$ cat src/rtl/regfile_port_arbiter_pkg.sv
// Shared definitions for the register-file port arbiter.
//   state_e  : FSM encodings (ST_CLEAR = zero-fill sweep, ST_ARB = arbitration)
//   depth_of : number of register entries for a given address width
package regfile_port_arbiter_pkg;

  typedef enum logic [1:0] {
    ST_CLEAR = 2'd0,
    ST_ARB   = 2'd1
  } state_e;

  function automatic int depth_of(input int addr_w);
    return 1 << addr_w;
  endfunction

endpackage

$ cat src/rtl/regfile_port_arbiter_if.sv
// Bundle of the two requester ports, the init command and the shared
// result/status signals of the register-file arbiter.
//   master : requester side (drives init, reqN, weN, addrN, wdataN)
//   slave  : arbiter side (drives gntN, rvalidN, rdata, activo, done)
interface regfile_port_arbiter_if #(
  parameter int DATA_W = 8,
  parameter int ADDR_W = 3
);
  logic              init;
  logic              req0;
  logic              we0;
  logic [ADDR_W-1:0] addr0;
  logic [DATA_W-1:0] wdata0;
  logic              req1;
  logic              we1;
  logic [ADDR_W-1:0] addr1;
  logic [DATA_W-1:0] wdata1;
  logic              gnt0;
  logic              gnt1;
  logic              rvalid0;
  logic              rvalid1;
  logic [DATA_W-1:0] rdata;
  logic              activo;
  logic              done;

  modport master (
    output init, req0, we0, addr0, wdata0, req1, we1, addr1, wdata1,
    input  gnt0, gnt1, rvalid0, rvalid1, rdata, activo, done
  );

  modport slave (
    input  init, req0, we0, addr0, wdata0, req1, we1, addr1, wdata1,
    output gnt0, gnt1, rvalid0, rvalid1, rdata, activo, done
  );
endinterface

$ cat src/rtl/regfile_mem.sv
// Register-file storage: DEPTH x DATA_W array, one synchronous write port
// and one registered read port. Contents are not reset; only the read
// register is cleared so rdata starts at zero.
//   clk, srst          : clock / synchronous active-high reset of read register
//   we_i/waddr_i/wdata_i : write port
//   re_i/raddr_i       : read enable / address
//   rdata_o            : registered read data (holds when re_i is low)
module regfile_mem
  import regfile_port_arbiter_pkg::*;
#(
  parameter int DATA_W = 8,
  parameter int ADDR_W = 3
) (
  input  logic              clk,
  input  logic              srst,
  input  logic              we_i,
  input  logic [ADDR_W-1:0] waddr_i,
  input  logic [DATA_W-1:0] wdata_i,
  input  logic              re_i,
  input  logic [ADDR_W-1:0] raddr_i,
  output logic [DATA_W-1:0] rdata_o
);
  localparam int DEPTH = depth_of(ADDR_W);

  logic [DATA_W-1:0] mem_q [DEPTH];
  logic [DATA_W-1:0] rdata_q;

  always_ff @(posedge clk) begin
    if (we_i) begin
      mem_q[waddr_i] <= wdata_i;
    end
  end

  always_ff @(posedge clk) begin
    if (srst) begin
      rdata_q <= '0;
    end else if (re_i) begin
      rdata_q <= mem_q[raddr_i];
    end
  end

  assign rdata_o = rdata_q;

endmodule

$ cat src/rtl/regfile_port_arbiter.sv
// Register file shared by two requesters through a single access port.
// After reset or an init command a sweep writes zero to every entry
// (activo high, no grants, done pulses on the last write). Outside the
// sweep one transaction per cycle is granted with round-robin priority.
//   clk  : clock
//   Mrst : synchronous active-high reset; forces gnt/activo/done low while high
//   bus  : slave side of regfile_port_arbiter_if (requests, grants, read data)
module regfile_port_arbiter
  import regfile_port_arbiter_pkg::*;
#(
  parameter int DATA_W = 8,
  parameter int ADDR_W = 3
) (
  input  logic clk,
  input  logic Mrst,
  regfile_port_arbiter_if.slave bus
);
  localparam int DEPTH = depth_of(ADDR_W);
  localparam logic [ADDR_W-1:0] CNT_LAST = ADDR_W'(DEPTH - 1);

  state_e            state_q;
  logic [ADDR_W-1:0] cnt_q;
  logic              prio_q;      // port that wins when both request
  logic              rvalid0_q;
  logic              rvalid1_q;

  logic              gnt0_d;
  logic              gnt1_d;
  logic              activo_d;
  logic              done_d;
  logic              clearing;

  logic              mem_we;
  logic [ADDR_W-1:0] mem_waddr;
  logic [DATA_W-1:0] mem_wdata;
  logic              mem_re;
  logic [ADDR_W-1:0] mem_raddr;
  logic [DATA_W-1:0] mem_rdata;

  // Grants are same-cycle combinational; everything is suppressed in reset.
  always_comb begin
    gnt0_d   = 1'b0;
    gnt1_d   = 1'b0;
    activo_d = 1'b0;
    done_d   = 1'b0;
    if (!Mrst) begin
      case (state_q)
        ST_CLEAR: begin
          activo_d = 1'b1;
          done_d   = (cnt_q == CNT_LAST);
        end
        ST_ARB: begin
          // init takes precedence over any pending request
          if (!bus.init) begin
            gnt0_d = bus.req0 & (~bus.req1 | ~prio_q);
            gnt1_d = bus.req1 & (~bus.req0 |  prio_q);
          end
        end
        default: ;
      endcase
    end
  end

  assign clearing = activo_d;

  // Single storage port: the sweep owns it while clearing, otherwise the
  // granted requester does. At most one grant exists, so the mux is safe.
  assign mem_we    = clearing | (gnt0_d & bus.we0) | (gnt1_d & bus.we1);
  assign mem_waddr = clearing ? cnt_q : (gnt1_d ? bus.addr1 : bus.addr0);
  assign mem_wdata = clearing ? '0    : (gnt1_d ? bus.wdata1 : bus.wdata0);
  assign mem_re    = (gnt0_d & ~bus.we0) | (gnt1_d & ~bus.we1);
  assign mem_raddr = gnt1_d ? bus.addr1 : bus.addr0;

  regfile_mem #(
    .DATA_W (DATA_W),
    .ADDR_W (ADDR_W)
  ) u_mem (
    .clk     (clk),
    .srst    (Mrst),
    .we_i    (mem_we),
    .waddr_i (mem_waddr),
    .wdata_i (mem_wdata),
    .re_i    (mem_re),
    .raddr_i (mem_raddr),
    .rdata_o (mem_rdata)
  );

  always_ff @(posedge clk) begin
    if (Mrst) begin
      state_q   <= ST_CLEAR;
      cnt_q     <= '0;
      prio_q    <= 1'b0;
      rvalid0_q <= 1'b0;
      rvalid1_q <= 1'b0;
    end else begin
      rvalid0_q <= gnt0_d & ~bus.we0;
      rvalid1_q <= gnt1_d & ~bus.we1;
      case (state_q)
        ST_CLEAR: begin
          cnt_q <= cnt_q + ADDR_W'(1);
          // Leave on the last entry explicitly rather than relying on wrap.
          if (cnt_q == CNT_LAST) begin
            state_q <= ST_ARB;
          end
        end
        ST_ARB: begin
          if (bus.init) begin
            state_q <= ST_CLEAR;
            cnt_q   <= '0;
          end else if (gnt0_d) begin
            prio_q <= 1'b1;
          end else if (gnt1_d) begin
            prio_q <= 1'b0;
          end
        end
        default: begin
          state_q <= ST_CLEAR;
          cnt_q   <= '0;
        end
      endcase
    end
  end

  assign bus.gnt0    = gnt0_d;
  assign bus.gnt1    = gnt1_d;
  assign bus.activo  = activo_d;
  assign bus.done    = done_d;
  assign bus.rvalid0 = rvalid0_q;
  assign bus.rvalid1 = rvalid1_q;
  assign bus.rdata   = mem_rdata;

endmodule

$ cat src/flat_wrapper.sv
// flat-port wrapper written by rule: the top's interface ports become plain ports
module regfile_port_arbiter_flat import regfile_port_arbiter_pkg::*;
#(
  parameter int DATA_W = 8,
  parameter int ADDR_W = 3
)
  (clk, Mrst, bus_init, bus_req0, bus_we0, bus_addr0, bus_wdata0, bus_req1, bus_we1, bus_addr1, bus_wdata1, bus_gnt0, bus_gnt1, bus_rvalid0, bus_rvalid1, bus_rdata, bus_activo, bus_done);
  regfile_port_arbiter_if #(.DATA_W(DATA_W), .ADDR_W(ADDR_W)) bus_i ();
  input  logic clk;
  input  logic Mrst;
  input wire logic [$bits(bus_i.init)-1:0] bus_init;
  input wire logic [$bits(bus_i.req0)-1:0] bus_req0;
  input wire logic [$bits(bus_i.we0)-1:0] bus_we0;
  input wire logic [$bits(bus_i.addr0)-1:0] bus_addr0;
  input wire logic [$bits(bus_i.wdata0)-1:0] bus_wdata0;
  input wire logic [$bits(bus_i.req1)-1:0] bus_req1;
  input wire logic [$bits(bus_i.we1)-1:0] bus_we1;
  input wire logic [$bits(bus_i.addr1)-1:0] bus_addr1;
  input wire logic [$bits(bus_i.wdata1)-1:0] bus_wdata1;
  output wire logic [$bits(bus_i.gnt0)-1:0] bus_gnt0;
  output wire logic [$bits(bus_i.gnt1)-1:0] bus_gnt1;
  output wire logic [$bits(bus_i.rvalid0)-1:0] bus_rvalid0;
  output wire logic [$bits(bus_i.rvalid1)-1:0] bus_rvalid1;
  output wire logic [$bits(bus_i.rdata)-1:0] bus_rdata;
  output wire logic [$bits(bus_i.activo)-1:0] bus_activo;
  output wire logic [$bits(bus_i.done)-1:0] bus_done;
  assign bus_i.init = bus_init;
  assign bus_i.req0 = bus_req0;
  assign bus_i.we0 = bus_we0;
  assign bus_i.addr0 = bus_addr0;
  assign bus_i.wdata0 = bus_wdata0;
  assign bus_i.req1 = bus_req1;
  assign bus_i.we1 = bus_we1;
  assign bus_i.addr1 = bus_addr1;
  assign bus_i.wdata1 = bus_wdata1;
  assign bus_gnt0 = bus_i.gnt0;
  assign bus_gnt1 = bus_i.gnt1;
  assign bus_rvalid0 = bus_i.rvalid0;
  assign bus_rvalid1 = bus_i.rvalid1;
  assign bus_rdata = bus_i.rdata;
  assign bus_activo = bus_i.activo;
  assign bus_done = bus_i.done;
  regfile_port_arbiter #(.DATA_W(DATA_W), .ADDR_W(ADDR_W)) u_core (.clk(clk), .Mrst(Mrst), .bus(bus_i));
endmodule
$ cat config.mk
export PLATFORM = sky130hd
export DESIGN_NAME = regfile_port_arbiter_flat
export DESIGN_NICKNAME = d
export VERILOG_FILES = /design/src/rtl/regfile_port_arbiter_pkg.sv /design/src/rtl/regfile_port_arbiter_if.sv /design/src/rtl/regfile_mem.sv /design/src/rtl/regfile_port_arbiter.sv /design/src/flat_wrapper.sv
export SDC_FILE = /design/constraint.sdc
export NUM_CORES = 1
export LEC_CHECK = 0
export BUFFER_PORTS_ARGS = -buffer_cell sky130_fd_sc_hd__buf_4
export CAP_MARGIN = 20
export CORE_MARGIN = 1.5
export CORE_UTILIZATION = 45
export DETAILED_ROUTE_END_ITERATION = 12
export SYNTH_ARGS = -nofsm -noshare
export SYNTH_HDL_FRONTEND = slang
export SYNTH_SLANG_ARGS = --single-unit
$ cat constraint.sdc
create_clock -name clk -period 3.2 [get_ports clk]
set_input_delay 0.16 -clock clk [delete_from_list [all_inputs] [get_ports clk]]
set_output_delay 0.16 -clock clk [all_outputs]
set_load 0.03 [all_outputs]
== Word-level counts from Yosys, hierarchy flattened ==
Memory sizes are Yosys's and may differ from the RTL's. A register that Yosys moved wholly into a read port is not among the register bits.
Index checks and enable logic that the tools add are counted.

* Word-level logic and storage cells: 55
* Input bits: 29
* Register bits after elaboration: 8
* Output and inout port bits: 14
* RAM bits: 64
* Memories: 1

* Mux-type cells: 23
* Equality and inequality tests: 4
* Reduce and logical (&&, ||, !) cells: 4
* Bitwise operators: 17
* Add/subtract/negate cells: 1

{| class="wikitable"
|+ Memory list
! memory !! words !! width !! read ports !! clocked after Yosys merged registers in !! write ports !! RTL line !! source
|-
| u_core.u_mem.mem_q || 8 || 8 || 1 || 1 || 1 || regfile_mem.sv:25 || <nowiki>logic [DATA_W-1:0] mem_q [DEPTH];</nowiki>
|}

{| class="wikitable"
|+ Operator list
! cell !! count
|-
| $mux W8 || 2
|-
| $mux W1 || 14
|-
| $mux W3 || 3
|-
| $and A1 B1 Y1 || 6
|-
| $not A1 Y1 || 6
|-
| $pmux W3 S2 || 1
|-
| $or A1 B1 Y1 || 5
|-
| $mux W2 || 2
|-
| $pmux W2 S2 || 1
|-
| $add A3 B1 Y3 const B || 1
|-
| $eq A3 B3 Y1 const B || 1
|-
| $reduce_and A3 Y1 || 1
|-
| $eq A2 B1 Y1 const B || 1
|-
| $logic_not A2 Y1 || 1
|-
| $ne A2 B1 Y1 const B || 1
|-
| $ne A2 B2 Y1 const B || 1
|-
| $reduce_and A2 Y1 || 1
|-
| $reduce_bool A2 Y1 || 1
|}

== Longest topological paths before layout ==
* Depth in word-level cells: 11
* Mapped depth: 10
* Mapped depth without buffers: 7

== Modules after synthesis ==
A second synthesis with hierarchy kept.

* Cell total of the unflattened synthesis: 248
* Area, all modules: 3469.6 um^2

{| class="wikitable"
|+ By module, submodules not included
! module !! times used !! cells an instance !! sequential area each (um^2) !! area each (um^2)
|-
| regfile_mem || 1 || 162 || 2082.0 || 2812.7
|-
| regfile_port_arbiter || 1 || 86 || 140.1 || 656.9
|}

== Worst setup path before layout ==
OpenSTA, ideal clock, no wires.

* Kind: flip-flop to flip-flop
* From: register u_core.state_q[0]
* To: register u_core.u_mem.rdata_q[2], in the netlist u_core.u_mem.rdata_o[2], read port of u_core.u_mem.mem_q
* Slack: 0.815 ns
* Data required time: 3.109 ns
* Period minus slack after synthesis: 2.385 ns
* Library setup time: 0.091 ns
* Path buffers: 1
* Cell stages (with the launch flop): 9
* Data arrival time: 2.294 ns
* Path through: dfxtp_1 buf_4 nor3b_1 nand3_2 inv_1 mux2i_1 o2111ai_1 a22o_1 a311oi_1

* Word-level cells in the longest chain between the ends: 5
* Elaborated cells between the ends (all ways): 9
* Classes of those cells: 1 x eq/ne; 5 x mux; 3 x bitwise

{| class="wikitable"
|+ RTL lines
! what !! RTL line !! source
|-
| from (decl) || regfile_port_arbiter.sv:21 || <nowiki>state_e state_q;</nowiki>
|-
| from (signal assigned) || regfile_port_arbiter.sv:90 || <nowiki>state_q <= ST_CLEAR;</nowiki>
|-
| from (signal assigned) || regfile_port_arbiter.sv:103 || <nowiki>state_q <= ST_ARB;</nowiki>
|-
| from (signal assigned) || regfile_port_arbiter.sv:108 || <nowiki>state_q <= ST_CLEAR;</nowiki>
|-
| $eq A2 B1 Y1 * || regfile_port_arbiter.sv:47 || <nowiki>case (state_q)</nowiki>
|-
| $mux W1 || regfile_port_arbiter.sv:47 ||
|-
| $mux W1 || regfile_port_arbiter.sv:46 || <nowiki>if (!Mrst) begin</nowiki>
|-
| $and A1 B1 Y1 || regfile_port_arbiter.sv:71 || <nowiki>assign mem_re = (gnt0_d & ~bus.we0) | (gnt1_d & ~bus.we1);</nowiki>
|-
| $or A1 B1 Y1 || regfile_port_arbiter.sv:71 ||
|-
| to (decl) || regfile_mem.sv:26 || <nowiki>logic [DATA_W-1:0] rdata_q;</nowiki>
|}

Every way passes the cells marked *; elsewhere a longest branch is shown, timed or not.
A chain may end at the register's enable or synchronous reset.

== Worst setup path in the final report ==
Same ends and word-level chain as after synthesis.

==> results by group <==
Timing
  • Relative slew slack: between 40% and 50%
  • Slew Limit Fails: 0
  • FMAX: ~360 MHz
  • Slew @ Worst Pin: between 0.7 and 0.8 ns
  • Hold slack: 0.1197 ns
  • RSZ-0062 raised after global routing: false
  • Setup TNS: 0 ns
  • Min cycle time layout: ~2.8 ns
  • Final setup vio count: 0
  • Crit share post-route: a little under nine tenths
  • Final hold violation count: 0
  • Setup ws final: 0.4454 ns
  • Clk_skew: between 0.008 and 0.009 ns

Place
  • Number of port buffers: 42
  • Setup WS pre-CTS: 0.4491 ns
  • Routability cong.: roughly 0.9
  • DP HPWL: between 6000 and 7000 um
  • Placed cells: around 450

Synthesis
  • Seq cells post-synth: 79
  • Warning count from the yosys run: 0
  • Most frequent cell after synthesis: edfxtp_1
  • Yosys cell types: between 40 and 50
  • Leading cell types by total area after synthesis: edfxtp_1 (53%), dfxtp_1 (8.3%), mux2i_1 (5.3%)
  • Main synth FF type: edfxtp_1
  • Syn_nets: ~330
  • Mean Syn Cell Area: around 12 um2
  • EDFF count, synth: 64
  • Syn Std Cell Area: 3600 um2
  • Seq/Total Area, Yosys: 61.73%
  • Asr flop ratio synth: 0%
  • Post-Syn Instances: between 200 and 300
  • Largest area contributor in the netlist: edfxtp_1
  • Fraction of synthesized cell area taken by the top area cell type: between 50 and 60%
  • Top post-synthesis cells by count: edfxtp_1 (64), nor2_1 (29), nand2_1 (27)

Critical path
  • Type of origin of the critical path: flip-flop
  • Delay-heaviest family, CP: simple AND/OR/NAND/NOR gates
  • Reg2reg setup slack: approximately 0.45 ns
  • Worst Path Arrival: between 3 and 4 ns
  • Slowest CP cell: nor2_1
  • Required time of the critical path: 3.46 ns
  • WP buf/inv: 0
  • Max FO, Critical Path: 11
  • Critical-path cell list: or3b_1 > o31a_1 > nor2_1 > a21oi_1 > a22o_1 > a311oi_1
  • CP endpoint kind: flip-flop
  • Crit Path Category: reg2reg
  • Worst path max stage delay: between 0.6 and 0.7 ns

Clock tree
  • Clock transition at path regs: ~0.080 ns
  • Post-CTS Resized: 0
  • Clk_lat worst skew: about 0.35 ns
  • Clock root buffer: clkbuf_8
  • H-Tree Depth: 3
  • Clock Path Buffers: 2
  • CTS Buf Count: 9
  • Postcts setup bufs: 0
  • Hold buffer count at CTS: 2
  • CTS tree: done
  • Clk sinks: just under 80

Power
  • Leak pwr: 1.628 nW
  • Power per standard cell area: between 400 and 500 nW/um2
  • VDD IR max: roughly 0.26 mV
  • Total power: around 0.0022 W

Layout
  • Final Non-Filler Cells: about 470
  • Fin nets: between 300 and 400
  • Fillers: ~650
  • Multi-input gate area: approximately 1300 um2
  • P&R area growth vs syn: 20.99%
  • Share of layout cells above drive strength 1: between 20% and 30%
  • Antenna fix cells: 0
  • FF/Latch Area: 2222 um2

Floorplan
  • Num ports: 43
  • Die Wd: between 90 and 100 um
  • Die Y: ~92 um
  • Die area: ~8500 um2
  • Starting Density: between 40% and 50%
  • Cell Rows: 32
  • Core area: between 7000 and 8000 um2

Global routing
  • Initial antenna violation count: 0
  • Vias in the first global route: between 2k and 2.5k
  • First-pass GRT wire length: about 14000 um
  • GRT Total Usage: between 20% and 30%
  • Largest net degree at the start of global routing: 26
  • Congestion Overflow GR: 0

Drt
  • Post-Route WL: 9184 um
  • Residual DRC: 0
  • Drt first pass iters: 4
  • Post-DRT Antenna Nets: 0
  • First DRT Iteration DRCs: approximately 260
  • Vias per cell: between 5 and 6
  • Routed vias: ~2.6k
  • Wire length per cell: 19.71 um

Min path
  • Hold crit path type: in2reg

Flow run
  • Number of maximum-capacitance violations: 0

Status
  • Status: completed
[stage by stage]
stage	utilization (%)	area, um2
2_1_floorplan	-	3600
3_3_place_gp	53.34	4121
3_5_place_dp	53.34	4121
4_1_cts	56.36	4355
5_1_grt	56.36	4355
6_report	56.36	4355
[per-layer routing]
| metal | up-vias | global-route usage (%) | part of all wire (%) |
|---|---|---|---|
| met5 | - | 0 | 0 |
| met4 | 0 | 8.590 | 1.8 |
| met3 | 9 | 5.419 | 6.4 |
| met2 | 104 | 34.31 | 45 |
| met1 | 1273 | 33.03 | 47 |
| li1 | 1249 | - | - |
[layout by cell type, fill, tap and decap left out, drive strengths merged, types with 3 or more instances in the layout]
master   netlist  final
buf            8     66
edfxtp        64     64
nor2          29     29
nand2         27     27
a21oi         20     20
mux2i         19     19
dfxtp         15     15
nand3         12     12
clkbuf         7     11
nor2b          8      8
a211oi         8      8
o21ai          7      7
inv            6      7
nand2b         6      6
a31oi          5      5
nor3           5      5
o2bb2ai        4      4
o221a          4      4
o31a           3      3
nor4           3      3
a21o           3      3
o2111ai        3      3
a22o           3      3
o22a           3      3
a311oi         3      3
[power by group]
group | total (W) | switching, W | internal (W)
Sequential | 0.00115 | 0.0000122 | 0.00114
Combinational | 0.000196 | 0.000115 | 0.0000813
Clock | 0.000814 | 0.000371 | 0.000443
[cell families after synthesis]
logic type      after synthesis  share of synthesized area (%)
buf+inv                      21                          3.441
simple gates                100                          13.52
compound gates               73                          15.02
mux                          20                          5.596
fa+ha+maj                     2                         0.6951
flops                        79                          61.73
[cell type report]
type / count / area share, %
Sequential cell: 79 / 51.02
Multi-Input combinational cell: 195 / 28.78
Timing Repair Buffer: 68 / 11.84
Clock buffer: 11 / 3.016
Tap cell: 102 / 2.930
Clock inverter: 5 / 1.896
Inverter: 6 / 0.5171
[worst reg2reg max path, delay by kind of cell, from the launching register on]
kind | cells | cell delay [ns]
compound gates | 4 | 1.05
simple gates | 2 | 1.15
flops | 1 | 0.46
[flip-flops by register name (all words and copies together) (netlist names)]
name / cells
u_core.cnt_q: 3
u_core.bus.rvalid1: 1
u_core.state_q: 1
u_core.u_mem.mem_q: 64
u_core.bus.rvalid0: 1
u_core.prio_q: 1
u_core.u_mem.rdata_o: 8
[path summary, 6_finish.rpt]
path	from	end	cells past startpoint
setup / recovery	u_core.state_q[0]	u_core.u_mem.rdata_o[2]	6
setup reg to reg	u_core.state_q[0]	u_core.u_mem.rdata_o[2]	6
hold reg to reg	u_core.u_mem.rdata_o[4]	u_core.u_mem.rdata_o[4]	2
hold / removal	Mrst	u_core.u_mem.rdata_o[6]	2
Note: power is estimated with default switching activity, not from simulation.
